`src/rtl/rr_onehot_arbiter.sv`:
```
// rr_onehot_arbiter: N-channel round-robin arbiter with a locked grant
// and a one-hot data mux toward a single shared consumer.
module rr_onehot_arbiter #(
  parameter int NUM_CH = 4,
  parameter int SIZE   = 32,
  parameter int IDX_W  = 2
) (
  input  logic                   Clock,
  input  logic                   Reset,
  input  logic                   iEnable,
  input  logic [NUM_CH-1:0]      iRequest,
  input  logic [NUM_CH*SIZE-1:0] iData,
  input  logic                   iRelease,
  output logic [NUM_CH-1:0]      oGrant,
  output logic [IDX_W-1:0]       oGrantIndex,
  output logic                   oValid,
  output logic [SIZE-1:0]        oData
);

  typedef enum logic {
    IDLE,
    GRANTED
  } state_t;

  state_t            state_q;
  state_t            state_d;
  logic [NUM_CH-1:0] ptr_q;
  logic [NUM_CH-1:0] ptr_d;
  logic [NUM_CH-1:0] grant_d;
  logic [IDX_W-1:0]  idx_d;
  logic              valid_d;

  logic [NUM_CH-1:0] ptr_rot;
  logic [NUM_CH-1:0] others;
  logic [NUM_CH-1:0] req_rel;
  logic [NUM_CH-1:0] cand_idle;
  logic [NUM_CH-1:0] cand_rel;

  // First requester at or above the one-hot pointer, wrapping to ch0.
  function automatic logic [NUM_CH-1:0] pick(
    input logic [NUM_CH-1:0] req,
    input logic [NUM_CH-1:0] ptr
  );
    logic [NUM_CH-1:0] res;
    logic              found;
    int                j;
    res   = '0;
    found = 1'b0;
    for (int s = 0; s < NUM_CH; s++) begin
      if (ptr[s]) begin
        for (int k = 0; k < NUM_CH; k++) begin
          j = (s + k) % NUM_CH;
          if (!found && req[j]) begin
            res[j] = 1'b1;
            found  = 1'b1;
          end
        end
      end
    end
    return res;
  endfunction

  // Binary index of a one-hot vector (zero when the vector is zero).
  function automatic logic [IDX_W-1:0] to_idx(
    input logic [NUM_CH-1:0] oh
  );
    logic [IDX_W-1:0] idx;
    idx = '0;
    for (int i = 0; i < NUM_CH; i++) begin
      if (oh[i]) begin
        idx = idx | IDX_W'(i);
      end
    end
    return idx;
  endfunction

  // Candidate grants for the idle search and the release re-arbitration.
  always_comb begin
    ptr_rot   = {oGrant[NUM_CH-2:0], oGrant[NUM_CH-1]};
    others    = iRequest & ~oGrant;
    req_rel   = (|others) ? others : iRequest;
    cand_idle = pick(iRequest, ptr_q);
    cand_rel  = pick(req_rel, ptr_rot);
  end

  // Next-state, next-pointer and next-grant selection.
  always_comb begin
    state_d = state_q;
    ptr_d   = ptr_q;
    grant_d = oGrant;
    idx_d   = oGrantIndex;
    valid_d = oValid;
    unique case (state_q)
      IDLE: begin
        if (iEnable && (|cand_idle)) begin
          grant_d = cand_idle;
          idx_d   = to_idx(cand_idle);
          valid_d = 1'b1;
          state_d = GRANTED;
        end else begin
          grant_d = '0;
          idx_d   = '0;
          valid_d = 1'b0;
        end
      end
      GRANTED: begin
        if (iRelease) begin
          ptr_d = ptr_rot;
          if (iEnable && (|cand_rel)) begin
            grant_d = cand_rel;
            idx_d   = to_idx(cand_rel);
            valid_d = 1'b1;
          end else begin
            grant_d = '0;
            idx_d   = '0;
            valid_d = 1'b0;
            state_d = IDLE;
          end
        end
      end
      default: begin
        grant_d = '0;
        idx_d   = '0;
        valid_d = 1'b0;
        state_d = IDLE;
      end
    endcase
  end

  // State, pointer and registered grant outputs.
  always_ff @(posedge Clock or posedge Reset) begin
    if (Reset) begin
      state_q     <= IDLE;
      ptr_q       <= NUM_CH'(1);
      oGrant      <= '0;
      oGrantIndex <= '0;
      oValid      <= 1'b0;
    end else begin
      state_q     <= state_d;
      ptr_q       <= ptr_d;
      oGrant      <= grant_d;
      oGrantIndex <= idx_d;
      oValid      <= valid_d;
    end
  end

  // AND-OR mux of the granted channel's data; zero with no grant.
  always_comb begin
    oData = '0;
    for (int k = 0; k < NUM_CH; k++) begin
      if (oGrant[k]) begin
        oData = oData | iData[k*SIZE +: SIZE];
      end
    end
  end

  a_grant_onehot0 : assert property (
    @(posedge Clock) disable iff (Reset) $onehot0(oGrant));

  a_valid_match : assert property (
    @(posedge Clock) disable iff (Reset) oValid == (|oGrant));

  a_idx_match : assert property (
    @(posedge Clock) disable iff (Reset)
    oValid |-> (oGrant[oGrantIndex] == 1'b1));

  a_ptr_onehot : assert property (
    @(posedge Clock) disable iff (Reset) $onehot(ptr_q));

  a_idx_width : assert property (
    @(posedge Clock) IDX_W == $clog2(NUM_CH));

endmodule

```
`config.mk`:
```
export PLATFORM = sky130hd
export DESIGN_NAME = rr_onehot_arbiter
export DESIGN_NICKNAME = d
export VERILOG_FILES = /design/src/rtl/rr_onehot_arbiter.sv
export SDC_FILE = /design/constraint.sdc
export NUM_CORES = 1
export LEC_CHECK = 0
export ABC_AREA = 1
export CAP_MARGIN = 15
export CORE_ASPECT_RATIO = 1.75
export CORE_MARGIN = 2
export CORE_UTILIZATION = 34
export CTS_BUF_LIST = sky130_fd_sc_hd__clkbuf_4
export DETAILED_ROUTE_END_ITERATION = 10
export HOLD_SLACK_MARGIN = 0.05
export PLACE_DENSITY_LB_ADDON = 0.05
export SETUP_SLACK_MARGIN = 0.5
export SYNTH_ARGS = -nofsm -noshare
export SYNTH_HDL_FRONTEND = slang
export SYNTH_SLANG_ARGS = --single-unit
```
`constraint.sdc`:
```
create_clock -name Clock -period 3.9 [get_ports Clock]
set_input_delay 0.78 -clock Clock [delete_from_list [all_inputs] [get_ports Clock]]
set_output_delay 0.78 -clock Clock [all_outputs]
set_load 0.02 [all_outputs]
```
==> impl_metrics.toml <==
[placement]
place_ws_ps = 965
numPortBuffers = 174
gp_congestion = 0.906
hpwlAfterDp_um = 6770

[grt]
grt-ovfl-total = 0
grt_pass1_wl_um = 12800
antenna_found_initial = 0
grtUsageTotal_pct = 27.2
grt_max_degree = 38
first_global_vias = 2803

[power_and_ir_drop]
p_leak_nw = 1.53
vdd_drop_max_mv = 0.0801
p_per_area_mw_per_mm2 = 192

[run_status]
status = "completed"

[route]
wl_um = 8120
num_vias = 2896
antenna_left = 0
remaining_drc_errors = 0
drtIter0Drc = 221
first_pass_iters = 4
route.detailed.wl_per_inst_um = 14.2
viasPerCell = 5.07

[floorplanning]
fp.dieArea_sq_mm = 0.00598
ios = 175
placementRows = 35
die_w_um = 59.3
core_area_sq_mm = 0.00521
initial_core_util_pct = 35.0
die_y_um = 101

[cts]
ctsRootBufferMaster = "clkbuf_4"
numClockSinks = 12
numCtsBuffers = 3
clkTransAtPathRegs_ps = 80
cts_hold_buffers = 0
cts-htree-levels = 1
clk_latency_ps = 280
cts.path.max_buffers = 2
cts_resized = 0
post-cts-setup-buffers = 0
cts_tree = "done"

[worst_setup_path]
crit_path_start = "oGrant[3]$_DFFE_PP0P_"
r2r_cells = 18
crit_path_max_fanout = 30
reg2reg_setup_slack_ps = 1050
start_kind = "register"
reg2reg_from = "oGrant[0]$_DFFE_PP0P_"
critPathKind = "register to primary output"
cp.required_ps = 3120
arrival_ps = 2410
critPathCapture = "oData[7]"
worstReg2RegEnd = "oGrant[3]$_DFFE_PP0P_"
crit_path_end_kind = "primary output"

[sta]
fin_crit_sh_pct = 81.7
layout_setup_ws_ps = 712
slew_headroom_pct = 33.5
finalSetupViolCount = 0
timing.fmax_ghz = 0.314
max_slew.worst_pin.slew_ps = 997
fin_crit_ps = 3190
hold_viol = 0
fin_worst_skew_ps = 0.833
maxSlewViolCount = 0
rsz0062_at_grt = "false"
tns_ps = 0

[final_layout]
multiInputGateArea_sq_mm = 0.00133
seqCellArea_sq_um = 302
area_growth_pct = 97.7
drive_gt1_share_pct = 6.01
fill_cells = 464
fin_nets = 653
antenna_cells = 0

[yosys]
synth_top_area_share_pct = 39.1
synthCells = 353
avgSynthCellArea_sq_um = 5.16
syn_area_sq_mm = 0.00182
synth_seq_area_share_pct = 16.6
synth-seq-cells = 12
synth_area_leaders = "nand2_1 (39%), dfrtp_1 (15%), nand4_1 (15%)"
yosys_warnings = 0
synth_top_area_cell = "nand2_1"
syn-num-nets = 489
synth_cell_type_count = 25

[min_path]
hp-class = "register to register"

[run]
maxCapViolations = 0
[flip-flops by register name, summed over array words and instances (netlist names)]
signal and count:
oGrant 4, ptr_q 4, oGrantIndex 2, oValid 1, state_q 1
[layout by cell type, fill, tap and decap left out, types with 2 or more instances in the layout]
cell             instances
nor2_2                   3
dfrtp_1                 11
nand2_1                190
nor2_1                   8
nand3_2                  2
o21ai_0                  9
a21oi_1                  4
clkdlybuf4s50_1        174
nand3_1                 15
o21ai_1                  3
inv_1                   22
nand2_2                 10
inv_2                    5
nand4_1                 43
clkbuf_4                 3
buf_4                    4
o31ai_1                  2
[synth_stat cells (all sizes together)]
master	n
inv	27
dfrtp	11
nor4	1
nand2	200
a21boi	1
nand4	43
dfstp	1
a31oi	1
nand3	17
a21oi	5
nor2	12
buf	9
o21ai	13
clkbuf	10
o31ai	2
[report_power, final]
group / switching, mW / internal, mW
Clock: 0.0456 / 0.0372
Sequential: 0.0343 / 0.142
Combinational: 0.201 / 0.231
[how the worst min path moves through the flow]
stage / from / to / slack (ps) / cells past startpoint
final: oGrantIndex[0]$_DFFE_PP0P_ / oGrantIndex[0]$_DFFE_PP0P_ / 480 / 2
after global routing: oGrantIndex[0]$_DFFE_PP0P_ / oGrantIndex[0]$_DFFE_PP0P_ / 520 / 2
after CTS: oGrantIndex[0]$_DFFE_PP0P_ / oGrantIndex[0]$_DFFE_PP0P_ / 490 / 2
after detailed placement: oGrantIndex[0]$_DFFE_PP0P_ / oGrantIndex[0]$_DFFE_PP0P_ / 470 / 2
after global placement: oGrantIndex[0]$_DFFE_PP0P_ / oGrantIndex[0]$_DFFE_PP0P_ / 480 / 2
after floorplan: ptr_q[3]$_DFFE_PP0P_ / ptr_q[3]$_DFFE_PP0P_ / 470 / 2
[routing by layer]
metal	track usage, %	up-vias	wire length, um
li1	-	1473	-
met1	29.1	1269	2830
met2	48.9	133	4340
met3	7.32	21	717
met4	10.1	0	230
met5	0	-	0
[worst max-delay path, stage by stage, from the launching register on]
cell and delay, ps:
dfrtp_1 1000, buf_4 320, nand2_1 70, nand4_1 90, clkdlybuf4s50_1 630
[final cells by class]
cell class	instances	area share [%]
Timing Repair Buffer	178	49.2
Sequential cell	12	8.37
Inverter	27	2.81
Clock buffer	3	0.625
Clock inverter	1	0.104
Multi-Input combinational cell	295	37.0
Tap cell	55	1.91
[per-stage QoR]
step	power (mW)	hold WS (ps)	std cells	utilization [%]	cell area (sq um)
3_3_place_gp	0.602	480	567	68.6	3580
3_5_place_dp	0.610	469	567	68.6	3580
5_1_grt	0.733	519	571	69.1	3600
2_1_floorplan	0.361	475	353	-	1820
6_report	0.692	485	571	69.1	3600
4_1_cts	0.691	491	571	69.1	3600
[cells by family (layout without fill, tap and decap cells)]
family | Yosys count | count (layout) | share of synthesized area (%)
AOI/OAI and AO/OA | 22 | 22 | 6.94
buffers and inverters | 46 | 209 | 10.3
DFF | 12 | 12 | 16.6
and+or+nand+nor | 273 | 273 | 66.2
(Power assumes the default switching activity.)
